## config.mk

```make
export PLATFORM = sky130hd
export DESIGN_NAME = pipe_adder_n
export DESIGN_NICKNAME = d
export VERILOG_FILES = /design/src/rtl/pipe_adder_n.sv
export SDC_FILE = /design/constraint.sdc
export NUM_CORES = 1
export LEC_CHECK = 0
export CAP_MARGIN = 0
export CORE_UTILIZATION = 49
export DETAILED_ROUTE_END_ITERATION = 10
export HOLD_SLACK_MARGIN = 0.12
export PLACE_DENSITY = 0.75
export SLEW_MARGIN = 10
export SYNTH_ARGS = -nofsm -noshare
export SYNTH_HDL_FRONTEND = slang
export SYNTH_SLANG_ARGS = --single-unit
export TNS_END_PERCENT = 1
```

## constraint.sdc

```tcl
create_clock -name clk_i -period 2 [get_ports clk_i]
set_input_delay 0.2 -clock clk_i [delete_from_list [all_inputs] [get_ports clk_i]]
set_output_delay 0.2 -clock clk_i [all_outputs]
set_load 0.02 [all_outputs]
```

## src/rtl/pipe_adder_n.sv

```systemverilog
// pipe_adder_n: pipelined ripple-carry adder/subtractor.
//   A WIDTH-bit add is split into STAGES = WIDTH/STAGE_W chunks, one chunk
//   per pipeline stage, with the inter-stage carry always registered.
//   S = A + B + CIN (sub_i = 0) or S = A - B - CIN (sub_i = 1).
// Ports:
//   clk_i        clock, rising edge
//   rst_i        synchronous active-high reset
//   in_valid_i   operand set presented     in_ready_o   operands accepted
//   a_i, b_i     operands                  cin_i        carry/borrow in
//   sub_i        1 = subtract
//   out_valid_o  result valid              out_ready_i  result consumed
//   s_o          result (mod 2^WIDTH)      cout_o       carry out (1 = no borrow)
//   ovf_o        two's-complement overflow
module pipe_adder_n #(
  parameter int WIDTH   = 16,
  parameter int STAGE_W = 4
) (
  input  logic             clk_i,
  input  logic             rst_i,
  input  logic             in_valid_i,
  output logic             in_ready_o,
  input  logic [WIDTH-1:0] a_i,
  input  logic [WIDTH-1:0] b_i,
  input  logic             cin_i,
  input  logic             sub_i,
  output logic             out_valid_o,
  input  logic             out_ready_i,
  output logic [WIDTH-1:0] s_o,
  output logic             cout_o,
  output logic             ovf_o
);

  localparam int STAGES = WIDTH / STAGE_W;
  localparam int LAST   = STAGES - 1;

  // Per-stage registers. a/b carry the operand skew (upper chunks still to
  // be added), s accumulates the result deskew (lower chunks already done).
  logic [WIDTH-1:0]  a_q [STAGES];
  logic [WIDTH-1:0]  a_d [STAGES];
  logic [WIDTH-1:0]  b_q [STAGES];
  logic [WIDTH-1:0]  b_d [STAGES];
  logic [WIDTH-1:0]  s_q [STAGES];
  logic [WIDTH-1:0]  s_d [STAGES];
  logic [STAGES-1:0] c_q, c_d;
  logic [STAGES-1:0] v_q, v_d;
  logic              ovf_q, ovf_d;

  // Stage inputs: the port for stage 0, the previous stage register otherwise.
  logic [WIDTH-1:0]  a_src [STAGES];
  logic [WIDTH-1:0]  b_src [STAGES];
  logic [WIDTH-1:0]  s_src [STAGES];
  logic [STAGES-1:0] c_src;
  logic [STAGES-1:0] v_src;
  logic [STAGE_W:0]  chunk [STAGES];

  logic adv;

  // Whole pipeline moves together; a held result stalls every stage.
  assign adv = !v_q[LAST] || out_ready_i;

  always_comb begin
    a_src[0] = a_i;
    b_src[0] = b_i ^ {WIDTH{sub_i}};
    s_src[0] = '0;
    c_src[0] = cin_i ^ sub_i;
    v_src[0] = in_valid_i;
    for (int k = 1; k < STAGES; k++) begin
      a_src[k] = a_q[k-1];
      b_src[k] = b_q[k-1];
      s_src[k] = s_q[k-1];
      c_src[k] = c_q[k-1];
      v_src[k] = v_q[k-1];
    end

    for (int k = 0; k < STAGES; k++) begin
      chunk[k] = {1'b0, a_src[k][k*STAGE_W +: STAGE_W]}
               + {1'b0, b_src[k][k*STAGE_W +: STAGE_W]}
               + {{STAGE_W{1'b0}}, c_src[k]};
      a_d[k] = a_src[k];
      b_d[k] = b_src[k];
      s_d[k] = s_src[k];
      s_d[k][k*STAGE_W +: STAGE_W] = chunk[k][STAGE_W-1:0];
      c_d[k] = chunk[k][STAGE_W];
      v_d[k] = v_src[k];
    end

    // Same-sign operands giving an opposite-sign sum is exactly
    // carry-into-MSB xor carry-out-of-MSB.
    ovf_d = (a_src[LAST][WIDTH-1] == b_src[LAST][WIDTH-1]) &&
            (s_d[LAST][WIDTH-1] != a_src[LAST][WIDTH-1]);
  end

  always_ff @(posedge clk_i) begin
    if (rst_i) begin
      for (int k = 0; k < STAGES; k++) begin
        a_q[k] <= '0;
        b_q[k] <= '0;
        s_q[k] <= '0;
      end
      c_q   <= '0;
      v_q   <= '0;
      ovf_q <= 1'b0;
    end else if (adv) begin
      a_q   <= a_d;
      b_q   <= b_d;
      s_q   <= s_d;
      c_q   <= c_d;
      v_q   <= v_d;
      ovf_q <= ovf_d;
    end
  end

  assign in_ready_o  = adv;
  assign out_valid_o = v_q[LAST];
  assign s_o         = s_q[LAST];
  assign cout_o      = c_q[LAST];
  assign ovf_o       = ovf_q;

endmodule

```

Yosys cells after proc, flatten, opt, wreduce, memory -nomap -nowiden
Cells that the tools add are included.
{"block": "word_totals", "output_inout_bits": 20, "elab_cells": 28, "in_bits": 38, "reg_bits": 145}
{"block": "classes", "n_addsub": 8, "eq_ne": 2, "n_bitwise": 2, "reduce_logical": 3}
{"op": "adder 4 x 4 -> 5 bit", "count": 4}
{"op": "adder 5 x 1 -> 5 bit", "count": 4}
{"op": "XOR 16 bit", "count": 1}
{"op": "equality test 1 bit", "count": 1}
{"op": "logical AND 1 bit", "count": 1}
{"op": "zero test 1 bit", "count": 1}
{"op": "logical OR 1 bit", "count": 1}
{"op": "inequality test 1 bit", "count": 1}
{"op": "XOR 1 bit", "count": 1}

Depth between registers and ports, before layout
Gate-level depths: netlist of run 1.
{"block": "logic_depth", "depth_word": 4, "ltp_mapped": 8, "depth_no_buf": 6}

Least setup slack after synthesis of run 1
No wires, ideal clock.
{"block": "synth_path", "path_type": "input port to flip-flop", "start": "in sub_i", "end": "reg c_q[0]", "cell_stages": 8, "t_arrival_ps": 1957, "setup_ps": 122, "path_slack_ps": -79, "required_ps": 1878, "path_buffers": 2, "cell_sequence": "buf_4 -> buf_4 -> xor2_1 -> fa_1 -> fa_1 -> a21o_1 -> a211oi_1 -> nor3_1"}
{"block": "synth_via", "elab_chain_cells": 3, "elab_cells_between_ends": 4, "classes_between": "add/sub: 2; bitwise: 2"}
{"element": "from (decl)", "line": "25", "rtl": "input logic sub_i,"}
{"element": "XOR 16 bit", "line": "63", "rtl": "b_src[0] = b_i ^ {WIDTH{sub_i}};"}
{"element": "adder 4 x 4 -> 5 bit", "line": "77", "rtl": "+ {1'b0, b_src[k][k*STAGE_W +: STAGE_W]}"}
{"element": "adder 5 x 1 -> 5 bit (*)", "line": "78", "rtl": "+ {{STAGE_W{1'b0}}, c_src[k]};"}
{"element": "to (signal assigned)", "line": "100", "rtl": "c_q <= '0;"}
{"element": "to (signal assigned)", "line": "107", "rtl": "c_q <= c_d;"}
{"element": "to (decl)", "line": "44", "rtl": "logic [STAGES-1:0] c_q, c_d;"}
Mark *: on every way between the ends. The rest lies on a longest branch, timed or not.
A chain may end at the register's enable or synchronous reset.

Final worst setup path of run 1
{"block": "layout_path", "start": "reg a_q (netlist bit a_d[12])", "end": "reg c_q[3]"}
{"block": "layout_via", "elab_chain_cells": 2}
{"element": "from (decl)", "line": "38", "rtl": "logic [WIDTH-1:0] a_q [STAGES];"}
{"element": "from (signal, indexed assignment)", "line": "96", "rtl": "a_q[k] <= '0;"}
{"element": "from (signal assigned)", "line": "104", "rtl": "a_q <= a_d;"}
{"element": "adder 4 x 4 -> 5 bit", "line": "77"}
{"element": "adder 5 x 1 -> 5 bit", "line": "78"}
Every way passes these cells.

==> results of run 1 <==
final timing paths:
kind,cells after the start,end,slack [ns],startpoint
worst max-delay path,5,c_q[3],0.09,a_d[12]
worst min-delay path,2,s_d[21],0.35,rst_i
worst max register to register,5,c_q[3],0.09,a_d[12]
worst min register to register,2,b_d[14],0.45,b_d[30]
routing by layer:
layer,up-vias,routed length (um),track usage,share of wire
met2,63,3720,0.320,0.48
li1,1664,-,-,-
met5,-,0,0,0
met4,0,161,0.0872,0.021
met1,1487,3680,0.253,0.47
met3,13,266,0.0317,0.034
metrics by stage:
stage	worst slack (ns)	area, sq um	hold WS [ns]
2_1_floorplan	0.0253	4080	0.340
3_3_place_gp	-0.245	4700	0.438
3_5_place_dp	-0.305	4700	0.443
4_1_cts	0.0667	4900	0.338
5_1_grt	0.0304	4900	0.373
6_report	0.0876	4900	0.353
state kept, by name (all words and copies together), names as in the netlist:
signal / cells
s_d: 24
v_q: 4
s_o: 16
ovf_o: 1
b_d: 24
c_q: 4
a_d: 24
cell families after synthesis:
logic type	after synthesis
simple gates	188
compound gates	110
flops	97
buf+inv	40
xor+xnor	21
fa+ha+maj	20
Yosys cell counts (2+ instances only):
| cell | instances |
|---|---|
| sky130_fd_sc_hd__clkbuf_1 | 10 |
| sky130_fd_sc_hd__a21o_1 | 5 |
| sky130_fd_sc_hd__or3_1 | 2 |
| sky130_fd_sc_hd__o211ai_1 | 3 |
| sky130_fd_sc_hd__xnor2_1 | 16 |
| sky130_fd_sc_hd__fa_1 | 8 |
| sky130_fd_sc_hd__buf_2 | 19 |
| sky130_fd_sc_hd__buf_4 | 4 |
| sky130_fd_sc_hd__a211oi_1 | 20 |
| sky130_fd_sc_hd__buf_6 | 2 |
| sky130_fd_sc_hd__inv_1 | 3 |
| sky130_fd_sc_hd__nand3b_1 | 6 |
| sky130_fd_sc_hd__nand2_1 | 143 |
| sky130_fd_sc_hd__nor3_1 | 3 |
| sky130_fd_sc_hd__nor2_1 | 23 |
| sky130_fd_sc_hd__ha_1 | 12 |
| sky130_fd_sc_hd__a2111o_1 | 5 |
| sky130_fd_sc_hd__a21oi_1 | 75 |
| sky130_fd_sc_hd__dfxtp_1 | 97 |
| sky130_fd_sc_hd__nand3_1 | 3 |
| sky130_fd_sc_hd__nand2b_1 | 2 |
| sky130_fd_sc_hd__xor2_1 | 5 |
| sky130_fd_sc_hd__nor2b_1 | 2 |
layout make-up:
class / instances / area, sq um
multi-input combinational: 339 / 1930
clock inverter: 5 / 63.8
clock buffer: 11 / 141
inverter: 4 / 16.3
sequential: 97 / 1940
fill: 661 / 2980
tap: 102 / 128
timing repair buffer: 68 / 678
worst max-delay path, stage by stage, from the launching register on:
cell and delay (ns):
sky130_fd_sc_hd__dfxtp_1 0.34, sky130_fd_sc_hd__fa_1 0.47, sky130_fd_sc_hd__fa_1 0.43, sky130_fd_sc_hd__a21o_1 0.20
sky130_fd_sc_hd__a211oi_1 0.25, sky130_fd_sc_hd__nor3_1 0.08
power breakdown:
part | switching, W | leakage (nW) | internal [W]
sequential | 0.0000699 | 0.797 | 0.00206
combinational | 0.000229 | 1.02 | 0.000252
clock | 0.000670 | 0.100 | 0.000622
total | 0.000969 | 1.92 | 0.00293
==> run metrics, run 1 <==
outcome finished, final reports clean; HP Class primary input to flop; vias 3,227; number of port buffers 57; largest net degree at the start of global routing 63; most area-hungry cell type in the Yosys netlist sky130_fd_sc_hd__dfxtp_1; iteration-0 DRC count of the detailed router 142; Worst setup EP type flop; clock tree from TritonCTS done; required time at the endpoint of the critical path 2.21 ns; top-area cell type share of the netlist area 0.477; Hold Vio Cnt, Final 0; Synth Area in Adders 0.0761; Relative slew margins 0.604; effective utilization at floorplan 0.517; clock insertion delay at the later pin of the skew report 0.35 ns; maximum clock rate 0.523 GHz; Die X slightly above 90 um; Period minus WS final 1.91 ns; vias in the first global route 3,037; clock transition at the register clock pins on the worst setup and hold paths after CTS 0.09 ns; area fraction in and, or, nand and nor cells after synthesis 0.190; Worst Path Arrival 2.13 ns; Pleak 1.92 nW; portion of the clock cycle consumed by the worst path in the final layout 0.956; detail-routed net length per standard cell 12.5 um; Max Root-Sink Buffers 2; Hold Buf Count CTS 0; post-detail-place hpwl 5230 um; cells resized by post-CTS repair 0; Final Max Tran Viols 0; VDD IR max roughly 0.00036 V; kind of critical path flop to flop; Setup crit start kind flop; number of primary I/O pins 58; die footprint 8690 sq um; number of placement rows 32; register bit total from synthesis 97; largest cells by area after synthesis sky130_fd_sc_hd__dfxtp_1, sky130_fd_sc_hd__nand2_1, sky130_fd_sc_hd__a21oi_1; Setup violations, final 0; number of post-CTS setup repair buffers 0; TritonCTS sink count 97; mean cell area of the mapped netlist 8.56 sq um; antenna fix cells 0; number of maximum-capacitance constraint violations 0; most common cell after layout, fill and taps aside sky130_fd_sc_hd__nand2_1; dominant register cell in the synthesized netlist sky130_fd_sc_hd__dfxtp_1; number of non-filler instances in the completed layout between 600 and 700; synthesized-area fraction occupied by ao, oa, aoi and oai cells 0.162; sum of internal, switching and leakage power approximately 0.0039 W; number of cells produced by synthesis 476; fraction of the yosys area taken by sequential cells 0.477; Warnings, synthesis 0; slew of the pin with the lowest slew margin 0.594 ns; # nets final 577; total iterations of the first detailed-routing run 5; number of synthesized flops with an enable pin 0; Layout Skew 0.00896 ns; critical path fanouts, max 2; Inserted Clock Buffers 9; overall routing resource usage 0.195; Distinct cells, synth 31; placeable core area 7890 sq um; global-route wire length before repair 13,600 um; number of placed instances with taps included 610; unrepaired setup endpoints after global routing false; mux cell area share after synthesis 0; DRC violations left 0; via density per instance 5.15; main combinational cell family by area after synthesis simple AND/OR/NAND/NOR gates; cell chosen for the clock root sky130_fd_sc_hd__clkbuf_8; synth-to-layout area growth 20.3%; Post-synth ARST share 0; level count of the clock H-tree 3; netlist area before placement 4080 sq um; routability congestion estimate from global placement 0.786; antenna-violating nets left 0; power per cell area a little under 800 nW/um^2; final total negative setup slack 0 ns; post-layout utilization of the core 0.622; global route overflow 0; chip height 93.2 um; fraction of layout instances using a drive strength above 1 0.0649; antenna violations before repair 0; leading cell types in the layout, fill and taps excluded sky130_fd_sc_hd__nand2_1, sky130_fd_sc_hd__dfxtp_1, sky130_fd_sc_hd__a21oi_1; synthesized-area fraction occupied by xor and xnor cells 0.0451; synthesized netlist net count 534; Total Wirelength 7830 um
(Power assumes the default switching activity.)
==> run 2, diff against run 1 <==
- ABC_CLOCK_PERIOD_IN_PS: default -> 2000
- PLACE_DENSITY: 0.75 -> default
- PLACE_DENSITY_LB_ADDON: default -> 0.2
==> run 2 against run 1 <==
Effect of this change: setup slack gained 0.044 ns; via count shrank 1.1%; highest routed layer unchanged; critical path depth grew 2; design area grew 0.28%.
==> run metrics, run 2 (synthesis results as in run 1) <==
outcome finished, final reports clean (unchanged); Period minus WS final 1.87 ns (was 1.91 ns); Setup crit start kind primary input (was flop); clock insertion delay at the later pin of the skew report 0.35 ns (about the same); detail-routed net length per standard cell 12.2 um (was 12.5 um); die footprint 8690 sq um (unchanged); Hold Buf Count CTS 0 (unchanged); unrepaired setup endpoints after global routing false (unchanged); iteration-0 DRC count of the detailed router 107 (was 142); Final Max Tran Viols 0 (unchanged); power per cell area 818 nW/um^2 (was 796 nW/um^2); synth-to-layout area growth 20.7% (was 20.3%); antenna violations before repair 0 (unchanged); Setup violations, final 0 (unchanged); number of non-filler instances in the completed layout 625 (was 626); r2r setup slk 0.14 ns (was 0.09 ns); number of placed instances with taps included 609 (was 610); vias 3,193 (was 3,227); clock tree from TritonCTS done (unchanged); Hold Vio Cnt, Final 0 (unchanged); final total negative setup slack 0 ns (unchanged); Hold WS 0.374 ns (was 0.353 ns); DRC violations left 0 (unchanged); number of port buffers 57 (unchanged); chip height 93.2 um (unchanged); Worst Path Arrival 2.09 ns (was 2.13 ns); TritonCTS sink count 97 (unchanged); Relative slew margins 0.537 (was 0.604); clock transition at the register clock pins on the worst setup and hold paths after CTS 0.09 ns (about the same); global-route wire length before repair 13,400 um (was 13,600 um); Pleak 1.92 nW (about the same); slew of the pin with the lowest slew margin 0.695 ns (was 0.594 ns); leading cell types in the layout, fill and taps excluded sky130_fd_sc_hd__nand2_1, sky130_fd_sc_hd__dfxtp_1, sky130_fd_sc_hd__a21oi_1 (unchanged); maximum clock rate 0.535 GHz (was 0.523 GHz); Setup WS pre-CTS -0.253 ns (was -0.305 ns); most common cell after layout, fill and taps aside sky130_fd_sc_hd__nand2_1 (unchanged); number of primary I/O pins 58 (unchanged); antenna fix cells 0 (unchanged); total iterations of the first detailed-routing run 5 (unchanged); HP Class primary input to flop (unchanged); post-detail-place hpwl 5030 um (was 5230 um); VDD IR max 0.000456 V (was 0.000358 V); # nets final 576 (was 577); global route overflow 0 (unchanged); largest net degree at the start of global routing 74 (was 63); overall routing resource usage 0.192 (was 0.195); post-layout utilization of the core 0.623 (was 0.622); portion of the clock cycle consumed by the worst path in the final layout 0.934 (was 0.956); Max Root-Sink Buffers 2 (unchanged); kind of critical path primary input to flop (was flop to flop); via density per instance 5.11 (was 5.15); Layout Skew 0.00849 ns (was 0.00896 ns); number of placement rows 32 (unchanged); antenna-violating nets left 0 (unchanged); cell chosen for the clock root sky130_fd_sc_hd__clkbuf_8 (unchanged); Inserted Clock Buffers 9 (unchanged); Die X 93.2 um (unchanged); effective utilization at floorplan 0.517 (unchanged); Worst setup EP type flop (unchanged); number of maximum-capacitance constraint violations 0 (unchanged); fraction of layout instances using a drive strength above 1 0.0631 (was 0.0649); required time at the endpoint of the critical path 2.22 ns (was 2.21 ns); routability congestion estimate from global placement 0.776 (was 0.786); vias in the first global route 2,999 (was 3,037); placeable core area 7890 sq um (unchanged); critical path fanouts, max 3 (was 2); number of post-CTS setup repair buffers 0 (unchanged); cells resized by post-CTS repair 0 (unchanged); Total Wirelength 7650 um (was 7830 um); worst path setup slack after routing 0.131 ns (was 0.0876 ns); level count of the clock H-tree 3 (unchanged)
## run 2: changes by cell type in the layout (fill, tap and decap cells not counted), sizes merged
cell	delta
dlymetal6s2s	-1
clkdlybuf4s50	+1
bufinv	+1
clkinvlp	-1
clkinv	-1
buf	-1
clkbuf	+1
## run 2: path summary, 6_finish.rpt
| kind | from | endpoint | cells after the start |
|---|---|---|---|
| hold reg to reg | s_o[5] | s_o[5] | 2 |
| setup / recovery | sub_i | c_q[0] | 7 |
| setup reg to reg | a_d[36] | c_q[1] | 5 |
| hold / removal | rst_i | s_d[0] | 2 |
## run 2: critical path, cell delays in order
cell and delay, ns:
sky130_fd_sc_hd__clkdlybuf4s50_1 0.49, sky130_fd_sc_hd__xor2_1 0.20, sky130_fd_sc_hd__fa_2 0.39, sky130_fd_sc_hd__fa_2 0.35
sky130_fd_sc_hd__a21o_1 0.16, sky130_fd_sc_hd__a211oi_1 0.22, sky130_fd_sc_hd__nor3_1 0.07
## run 2: through the flow
| step | power (W) | cell area (sq um) |
|---|---|---|
| 6_report | 0.00402 | 4920 |
| 5_1_grt | 0.00421 | 4920 |
| 4_1_cts | 0.00406 | 4920 |
| 3_5_place_dp | 0.00265 | 4690 |
| 3_3_place_gp | 0.00263 | 4690 |
| 2_1_floorplan | 0.00247 | 4080 |
## run 2: area by class of cell
cell class	count	area [sq um]
Clock buffer	12	155
Clock inverter	4	73.8
Fill cell	691	2970
Inverter	4	16.3
Multi-Input combinational cell	339	1930
Sequential cell	97	1940
Tap cell	102	128
Timing Repair Buffer	67	668
## run 2: metal layers
layer / up-vias / track usage / part of all wire
li1: 1664 / - / -
met2: 72 / 0.295 / 0.43
met3: 12 / 0.0325 / 0.039
met4: 0 / 0.0821 / 0.016
met1: 1445 / 0.267 / 0.51
met5: - / 0 / 0
## run 2: power by group
group	total, W	internal (W)	switching [W]
registers	0.00213	0.00206	0.0000713
logic	0.000472	0.000247	0.000225
clock network	0.00142	0.000776	0.000645
total	0.00402	0.00308	0.000941
==> run 3, diff against run 2 <==
- ABC_AREA: default -> 0
==> results of run 3 <==
No change in the layout: final DEF, timing and power equal those of run 2.
